--- src/rtl/mtimer_multi_if.sv ---
// Bus bundle for the machine-timer peripheral: CPU-side access signals plus
// the per-channel interrupt outputs.
interface mtimer_multi_if #(
    parameter int unsigned NUM_TIMERS = 2
);
    logic [31:0]           address_in;
    logic                  sel_in;
    logic                  read_in;
    logic [3:0]            write_mask_in;
    logic [31:0]           write_value_in;
    logic [31:0]           read_value_out;
    logic                  ready_out;
    logic [NUM_TIMERS-1:0] timer_irq_out;
    logic [NUM_TIMERS-1:0] soft_irq_out;

    modport master (
        output address_in, sel_in, read_in, write_mask_in, write_value_in,
        input  read_value_out, ready_out, timer_irq_out, soft_irq_out
    );

    modport slave (
        input  address_in, sel_in, read_in, write_mask_in, write_value_in,
        output read_value_out, ready_out, timer_irq_out, soft_irq_out
    );
endinterface

--- src/rtl/mtimer_multi.sv ---
// Machine timer: prescaled free-running 64-bit mtime, NUM_TIMERS compare
// channels with level interrupts, and per-channel software interrupt bits.
module mtimer_multi #(
    parameter int unsigned NUM_TIMERS = 2,
    parameter int unsigned PRESCALE   = 1,
    parameter logic [63:0] CMP_RESET  = 64'hFFFF_FFFF_FFFF_FFFF
) (
    input logic          clk,
    input logic          reset_n,
    mtimer_multi_if.slave bus
);

    localparam int unsigned PW = 16;
    localparam logic [PW-1:0] PS_LAST = PW'(PRESCALE - 1);

    logic [PW-1:0]         pcnt;
    logic [63:0]           mtime;
    logic                  enable;
    logic [NUM_TIMERS-1:0] msip;
    logic [63:0]           cmp [NUM_TIMERS];
    logic                  ready;
    logic [31:0]           read_value;
    logic [NUM_TIMERS-1:0] timer_irq;

    logic [5:0]  word;
    logic        wr;
    logic        rd;
    logic        tick;
    logic [31:0] rdata_c;
    logic        unused_addr;

    assign word        = bus.address_in[7:2];
    assign unused_addr = ^{bus.address_in[31:8], bus.address_in[1:0]};
    assign wr          = bus.sel_in && (bus.write_mask_in != 4'b0000);
    assign rd          = bus.sel_in && bus.read_in;
    assign tick        = enable && (pcnt == PS_LAST);

    function automatic logic [31:0] merge(input logic [31:0] old_v,
                                          input logic [31:0] new_v,
                                          input logic [3:0]  mask);
        logic [31:0] res;
        for (int k = 0; k < 4; k++) begin
            res[8*k +: 8] = mask[k] ? new_v[8*k +: 8] : old_v[8*k +: 8];
        end
        return res;
    endfunction

    // Prescaler, mtime and control registers; a bus write to mtime beats a tick.
    always_ff @(posedge clk or negedge reset_n) begin
        if (!reset_n) begin
            pcnt   <= '0;
            mtime  <= '0;
            enable <= 1'b1;
            msip   <= '0;
        end else begin
            if (enable) begin
                pcnt <= (pcnt == PS_LAST) ? '0 : pcnt + PW'(1);
            end
            if (wr && (word == 6'd0)) begin
                mtime[31:0] <= merge(mtime[31:0], bus.write_value_in, bus.write_mask_in);
            end else if (wr && (word == 6'd1)) begin
                mtime[63:32] <= merge(mtime[63:32], bus.write_value_in, bus.write_mask_in);
            end else if (tick) begin
                mtime <= mtime + 64'd1;
            end
            if (wr && (word == 6'd2) && bus.write_mask_in[0]) begin
                enable <= bus.write_value_in[0];
            end
            if (wr && (word == 6'd3) && bus.write_mask_in[0]) begin
                msip <= bus.write_value_in[NUM_TIMERS-1:0];
            end
        end
    end

    // Compare registers, two words per channel.
    always_ff @(posedge clk or negedge reset_n) begin
        if (!reset_n) begin
            for (int i = 0; i < NUM_TIMERS; i++) begin
                cmp[i] <= CMP_RESET;
            end
        end else begin
            for (int i = 0; i < NUM_TIMERS; i++) begin
                if (wr && (word == 6'(4 + 2 * i))) begin
                    cmp[i][31:0] <= merge(cmp[i][31:0], bus.write_value_in, bus.write_mask_in);
                end
                if (wr && (word == 6'(5 + 2 * i))) begin
                    cmp[i][63:32] <= merge(cmp[i][63:32], bus.write_value_in, bus.write_mask_in);
                end
            end
        end
    end

    // Read mux over pre-update register values.
    always_comb begin
        rdata_c = '0;
        case (word)
            6'd0:    rdata_c = mtime[31:0];
            6'd1:    rdata_c = mtime[63:32];
            6'd2:    rdata_c = 32'(enable);
            6'd3:    rdata_c = 32'(msip);
            default: begin
                for (int i = 0; i < NUM_TIMERS; i++) begin
                    if (word == 6'(4 + 2 * i)) rdata_c = cmp[i][31:0];
                    if (word == 6'(5 + 2 * i)) rdata_c = cmp[i][63:32];
                end
            end
        endcase
    end

    // Registered acknowledge, read data and timer interrupts.
    always_ff @(posedge clk or negedge reset_n) begin
        if (!reset_n) begin
            ready      <= 1'b0;
            read_value <= '0;
            timer_irq  <= '0;
        end else begin
            ready      <= bus.sel_in;
            read_value <= rd ? rdata_c : 32'h0;
            for (int i = 0; i < NUM_TIMERS; i++) begin
                timer_irq[i] <= (mtime >= cmp[i]);
            end
        end
    end

    assign bus.ready_out      = ready;
    assign bus.read_value_out = read_value;
    assign bus.timer_irq_out  = timer_irq;
    assign bus.soft_irq_out   = msip;

endmodule

--- src/flat_wrapper.sv ---
// flat-port wrapper written by rule: the top's interface ports become plain ports
module mtimer_multi_flat 
#(
    parameter int unsigned NUM_TIMERS = 2,
    parameter int unsigned PRESCALE   = 1,
    parameter logic [63:0] CMP_RESET  = 64'hFFFF_FFFF_FFFF_FFFF
)
  (clk, reset_n, bus_address_in, bus_sel_in, bus_read_in, bus_write_mask_in, bus_write_value_in, bus_read_value_out, bus_ready_out, bus_timer_irq_out, bus_soft_irq_out);
  mtimer_multi_if #(.NUM_TIMERS(NUM_TIMERS)) bus_i ();
  input logic clk;
  input logic reset_n;
  input wire logic [$bits(bus_i.address_in)-1:0] bus_address_in;
  input wire logic [$bits(bus_i.sel_in)-1:0] bus_sel_in;
  input wire logic [$bits(bus_i.read_in)-1:0] bus_read_in;
  input wire logic [$bits(bus_i.write_mask_in)-1:0] bus_write_mask_in;
  input wire logic [$bits(bus_i.write_value_in)-1:0] bus_write_value_in;
  output wire logic [$bits(bus_i.read_value_out)-1:0] bus_read_value_out;
  output wire logic [$bits(bus_i.ready_out)-1:0] bus_ready_out;
  output wire logic [$bits(bus_i.timer_irq_out)-1:0] bus_timer_irq_out;
  output wire logic [$bits(bus_i.soft_irq_out)-1:0] bus_soft_irq_out;
  assign bus_i.address_in = bus_address_in;
  assign bus_i.sel_in = bus_sel_in;
  assign bus_i.read_in = bus_read_in;
  assign bus_i.write_mask_in = bus_write_mask_in;
  assign bus_i.write_value_in = bus_write_value_in;
  assign bus_read_value_out = bus_i.read_value_out;
  assign bus_ready_out = bus_i.ready_out;
  assign bus_timer_irq_out = bus_i.timer_irq_out;
  assign bus_soft_irq_out = bus_i.soft_irq_out;
  mtimer_multi #(.NUM_TIMERS(NUM_TIMERS), .PRESCALE(PRESCALE), .CMP_RESET(CMP_RESET)) u_core (.clk(clk), .reset_n(reset_n), .bus(bus_i));
endmodule
--- config.mk ---
export PLATFORM = sky130hd
export DESIGN_NAME = mtimer_multi_flat
export DESIGN_NICKNAME = d
export VERILOG_FILES = /design/src/rtl/mtimer_multi_if.sv /design/src/rtl/mtimer_multi.sv /design/src/flat_wrapper.sv
export SDC_FILE = /design/constraint.sdc
export NUM_CORES = 1
export LEC_CHECK = 0
export CORE_MARGIN = 10
export CORE_UTILIZATION = 40
export CTS_CLUSTER_SIZE = 12
export DETAILED_ROUTE_END_ITERATION = 12
export GPL_TIMING_DRIVEN = 0
export PLACE_DENSITY = 0.63
export SYNTH_ARGS = -nofsm -noshare
export SYNTH_HDL_FRONTEND = slang
export SYNTH_SLANG_ARGS = --single-unit
--- constraint.sdc ---
create_clock -name clk -period 5.4 [get_ports clk]
set_input_delay 0.81 -clock clk [delete_from_list [all_inputs] [get_ports clk]]
set_output_delay 0.81 -clock clk [all_outputs]
set_load 0.005 [all_outputs]
==> results.py, run 1 <==
metrics = {
    "sta": {
        "max_slew_margin_pct": 13.6,
        "finalCriticalPeriod_ns": 3.63,
        "hold_ws_ns": 0.0990,
        "hold_violations": 0,
        "setup_viol": 0,
        "fin_crit_sh_pct": 67.2,
        "skew_ns": 0.0157,
        "max_freq_mhz": 275,
        "setup_ws_ns": 1.77,
        "finalMaxSlewViolations": 0,
        "setup-tns-final_ns": 0,
        "tightestPinTransition_ns": 1.30,
        "rsz0062_at_grt": "no",
    },
    "drt": {
        "wl_per_cell_um": 23.4,
        "via_count": 13761,
        "drt_iter0_drc": 1277,
        "avgViaCountPerCell": 5.98,
        "drt_pass1_iterations": 5,
        "wirelength_um": 54000,
        "ant_nets": 0,
        "route.detailed.drc": 0,
    },
    "grt": {
        "antenna_found_initial": 0,
        "grt_use_met3_pct": 4.62,
        "gr-usage-met1_pct": 29.4,
        "grt_max_degree": 120,
        "top_usage_layer": "met2",
        "grt_pass1_wl_um": 83200,
        "grt_pass1_vias": 13804,
        "grt_usage_pct": 22.5,
        "grt_remaining_overflow": 0,
        "grt_use_met2_pct": 35.9,
    },
    "synth": {
        "muxShareOfSynthArea_pct": 11.8,
        "synth_top_family_by_area": "compound AO/OA/AOI/OAI gates",
        "ys_top_cells_by_count": "nand2_1, a21oi_1, inv_1, ha_1, dfstp_2",
        "yosysMostFrequentCell": "nand2_1",
        "ys_warn_count": 0,
        "synth_top_area_share_pct": 21.7,
        "synth_cell_type_count": 61,
        "synth-edff-count": 0,
        "synth_area_leaders": "dfstp_2, dfrtp_1, ha_1",
        "synth-adder-area-share_pct": 10.5,
        "synth_nets": 1853,
        "ys_seq_area_share_pct": 40.5,
        "synth_area_um2": 15600,
        "synth_area_per_cell_um2": 9.47,
        "async_flop_share_pct": 100,
        "synthSimpleGateAreaFrac_pct": 15.0,
        "ys_ff_latch": 246,
        "synth_xor_area_share_pct": 0.729,
        "synthFlopType": "dfstp_2",
        "synth.largest_area_cell": "dfstp_2",
        "syn_inst": 1650,
        "synth_compound_area_share_pct": 16.3,
    },
    "placement": {
        "dpl.hpwl_um": 40800,
        "gp_congestion": 1.01,
        "port_buffers": 79,
        "pre_cts_ws_ns": 1.40,
        "dp_cells": 2250,
        "placed_area_um2": 17100,
    },
    "cts": {
        "clock_sinks": 246,
        "cts_htree_levels": 1,
        "cts_buffer_depth": 3,
        "tritoncts": "built",
        "worstSkewPairLatency_ns": 0.57,
        "clockRootBuffer": "clkbuf_16",
        "cts_resized": 0,
        "clkTransAtPathRegs_ns": 0.06,
        "ctsHoldBuffers": 0,
        "cts_setup_buffers": 0,
        "numCtsBuffers": 28,
    },
    "pwr": {
        "p_int_mw": 3.58,
        "power_mw": 5.00,
        "switchingPower_mw": 1.42,
        "swShare_pct": 28.4,
        "clkPwrFrac_pct": 39.6,
        "power_density_nw_per_um2": 276,
        "power_leakage_nw": 8.00,
        "sequentialPowerShare_pct": 43.9,
        "worst_ir_drop_vdd_mv": 0.228,
        "comb_power_share_pct": 16.5,
    },
    "setup_path": {
        "cp-end-kind": "flip-flop",
        "crit_fanout": 3,
        "crit_type": "reg2reg",
        "cp.arrival_ns": 4.04,
        "ff2ff_setup_slack_ns": 1.77,
        "start_kind": "flip-flop",
        "cp.required_ns": 5.81,
    },
    "final_layout": {
        "antenna_cells": 0,
        "fin_area_um2": 18100,
        "finalNonFillerCells": 2303,
        "fillCellCount": 3686,
        "utilization_pct": 46.8,
        "layout-drive-gt1-share_pct": 17.0,
        "num-nets-final": 1966,
        "area_growth_pct": 15.8,
    },
    "floorplanning": {
        "num_io_pins": 109,
        "die_w_um": 218,
        "dieArea_um2": 47300,
        "core_area_um2": 38600,
        "start_util_pct": 40.4,
        "die_h_um": 218,
        "rows": 72,
    },
    "min_path": {
        "hold_path.class": "in2async",
    },
    "flow_run": {
        "cap_violations": 0,
    },
    "run_status": {
        "run_status": "complete, no violations",
    },
}
-- sequential cells by signal, indices dropped and copies added (netlist names) --
register,flops
u_core.bus.timer_irq_out,2
u_core.bus.soft_irq_out,2
u_core.pcnt,16
u_core.cmp,128
u_core.mtime,64
u_core.bus.read_value_out,32
u_core.bus.ready_out,1
u_core.enable,1
-- cell families (layout without fill, tap and decap cells) --
| family | Yosys count | count (layout) |
|---|---|---|
| compound gates | 418 | 418 |
| flops | 246 | 246 |
| buf+inv | 212 | 347 |
| mux | 134 | 134 |
| simple gates | 496 | 496 |
| fa+ha+maj | 131 | 131 |
| xor+xnor | 13 | 13 |
-- per-layer routing --
metal	part of all wire, %	up-vias
met5	0	-
met4	4.1	0
met3	7.8	103
met1	42	6902
li1	-	6216
met2	46	540
-- power by group through the flow --
stage               registers (mW)  logic (mW)  clock network, mW
floorplan                     2.17       0.513                  0
global placement              2.21       0.784                  0
detailed placement            2.22       0.814                  0
CTS                           2.19       0.822               2.01
global route                  2.21       0.918               2.08
finish                        2.19       0.825               1.98
-- path summary, 6_finish.rpt --
kind / start / end / cells past startpoint
worst max register to register: u_core.cmp[113] / u_core.bus.timer_irq_out[0] / 8
worst min register to register: u_core.pcnt[15] / u_core.pcnt[15] / 1
max in group asynchronous: reset_n / u_core.bus.read_value_out[0] / 2
worst max-delay path: u_core.cmp[113] / u_core.bus.timer_irq_out[0] / 8
min in group clk: u_core.pcnt[15] / u_core.pcnt[15] / 1
worst min-delay path: reset_n / u_core.bus.read_value_out[10] / 1
-- layout make-up --
class                           instances  area, um2  area share [%]
Clock inverter                          9        100           0.554
Sequential cell                       246       6320            34.9
Tap cell                              518        648            3.58
Timing Repair Buffer                   83        863            4.77
Multi-Input combinational cell       1192       8490            47.0
Buffer                                 69        277            1.53
Clock buffer                           43        848            4.69
Inverter                              143        537            2.97
-- critical path: stages, from the launching register on --
cell	delay, ns
dfstp_2	0.54
inv_1	0.05
ha_1	0.30
a21o_1	0.18
a221o_1	0.32
a221oi_1	0.93
o2111ai_1	0.46
o31ai_1	0.47
o211ai_1	0.21
-- cells in the final DEF, fill, tap and decap left out, types with 14 or more instances in the layout --
master / instances
nand2_1: 171
a21oi_1: 159
inv_1: 143
ha_1: 131
dfstp_2: 129
nor2_1: 122
dfrtp_1: 117
o21ai_0: 113
clkdlybuf4s50_1: 78
mux2_2: 68
clkbuf_1: 59
nand4_1: 52
nand3_1: 49
mux4_2: 33
mux2i_1: 33
clkbuf_16: 29
a21o_1: 26
o22ai_1: 19
nor3_1: 18
o22a_1: 17
and3_1: 15
and2_1: 14
No activity file was read; power rests on OpenSTA's default activity.
==> run 2, diff against run 1 <==
- clock period: 5.4 -> 3.8 ns (I/O delays scaled with it)
==> results.py, run 2 (synthesis results as in run 1) <==
metrics = {
    "placement": {
        "port_buffers": 79,
        "dp_cells": 2250,
        "gp_congestion": 1.01,
        "dpl.hpwl_um": 40800,
        "placed_area_um2": 17100,
    },
    "drt": {
        "via_count": 13647,
        "wirelength_um": 53800,
        "ant_nets": 0,
        "avgViaCountPerCell": 5.92,
        "drt_iter0_drc": 1271,
        "route.detailed.drc": 0,
        "drt_pass1_iterations": 6,
        "wl_per_cell_um": 23.4,
    },
    "final_layout": {
        "antenna_cells": 0,
        "area_growth_pct": 15.9,
        "final_common_cell": "nand2_1",
        "finalNonFillerCells": 2304,
        "num-nets-final": 1967,
        "layout-drive-gt1-share_pct": 17.0,
        "top_register": "u_core.cmp",
        "layout_common_cells": "nand2_1, a21oi_1, inv_1",
        "fillCellCount": 3685,
        "largest_reg_flops": 128,
        "seqCellArea_um2": 6320,
        "multiInputGateArea_um2": 8490,
        "fin_area_um2": 18100,
    },
    "setup_path": {
        "rr_worst_depth": 8,
        "cp.required_ns": 4.21,
        "timing.critical_path.buf_inv": 1,
        "crit_type": "reg2reg",
        "critPathMaxStageDelay_ns": 0.96,
        "critPathTopFamily": "compound AO/OA/AOI/OAI gates",
        "start_kind": "flip-flop",
        "critical_path_depth": 8,
        "crit_fanout": 3,
        "path_cells": "inv_1 > ha_1 > a21o_1 > a221o_1 > a221oi_1 > o2111ai_1 > o31ai_1 > o211ai_1",
        "cp.arrival_ns": 4.07,
        "crit_path_top_delay_cell": "a221oi_1",
        "cp-end-kind": "flip-flop",
    },
    "sta": {
        "max_freq_mhz": 273,
        "finalMaxSlewViolations": 0,
        "max_slew_margin_pct": 14.7,
        "hold_ws_ns": 0.456,
        "skew_ns": 0.0123,
        "rsz0062_at_grt": "no",
        "fin_crit_sh_pct": 96.4,
        "setup_viol": 0,
        "finalCriticalPeriod_ns": 3.66,
        "setup-tns-final_ns": 0,
        "hold_violations": 0,
        "tightestPinTransition_ns": 1.28,
    },
    "floorplanning": {
        "core_area_um2": 38600,
        "num_io_pins": 109,
        "rows": 72,
        "dieArea_um2": 47300,
        "die_h_um": 218,
        "start_util_pct": 40.4,
        "die_w_um": 218,
    },
    "grt": {
        "grt_usage_pct": 22.5,
        "grt_pass1_wl_um": 83200,
        "grt_pass1_vias": 13807,
        "grt_max_degree": 120,
        "antenna_found_initial": 0,
        "grt_remaining_overflow": 0,
    },
    "cts": {
        "clkTransAtPathRegs_ns": 0.06,
        "cts_buffer_depth": 3,
        "cts_setup_buffers": 0,
        "ctsHoldBuffers": 1,
        "clockRootBuffer": "clkbuf_16",
        "tritoncts": "built",
        "clock_sinks": 246,
        "cts_resized": 0,
        "cts_htree_levels": 1,
        "worstSkewPairLatency_ns": 0.57,
        "numCtsBuffers": 28,
    },
    "run_status": {
        "run_status": "complete, no violations",
    },
    "pwr": {
        "power_mw": 7.10,
        "worst_ir_drop_vdd_mv": 0.322,
        "power_leakage_nw": 8.00,
        "power_density_nw_per_um2": 393,
    },
    "flow_run": {
        "cap_violations": 0,
    },
    "min_path": {
        "hold_path.class": "in2async",
    },
}
[run 2: layout make-up]
cell class | count | share of cell area, %
plain buffers | 69 | 1.53
clock buffers | 43 | 4.69
clock inverters | 9 | 0.553
inverters | 143 | 2.97
multi-input cells | 1192 | 46.9
flip-flops and latches | 246 | 34.9
well taps | 518 | 3.58
repair buffers | 84 | 4.83
[run 2: path summary, 6_finish.rpt]
| check | startpoint | to | slack (ns) |
|---|---|---|---|
| max in group asynchronous | reset_n | u_core.mtime[48] | 2.41 |
| min reg2reg | u_core.pcnt[15] | u_core.pcnt[15] | 0.47 |
| max | u_core.cmp[113] | u_core.bus.timer_irq_out[0] | 0.14 |
| min | reset_n | u_core.bus.read_value_out[10] | 0.46 |
| min in group clk | u_core.pcnt[15] | u_core.pcnt[15] | 0.47 |
| max reg2reg | u_core.cmp[113] | u_core.bus.timer_irq_out[0] | 0.14 |
[run 2: power breakdown]
group	leakage [nW]	internal [mW]	switching [mW]
sequential	2.95	2.92	0.193
combinational	4.58	0.496	0.677
clock	0.464	1.66	1.15
[run 2: routing by layer]
metal | share of wire [%] | up-vias | global-route usage, %
met5 | 0 | - | 0
met4 | 4.1 | 0 | 8.51
met3 | 8.1 | 98 | 4.62
met2 | 46 | 560 | 35.9
met1 | 42 | 6769 | 29.4
li1 | - | 6220 | -
[run 2: stage by stage]
stage               setup slack (ns)  util, %
floorplan                       1.16        -
finish                         0.138     46.8
detailed placement            0.0380     44.3
global placement               -8.61     44.1
global route                   0.137     46.8
CTS                            0.265     46.8
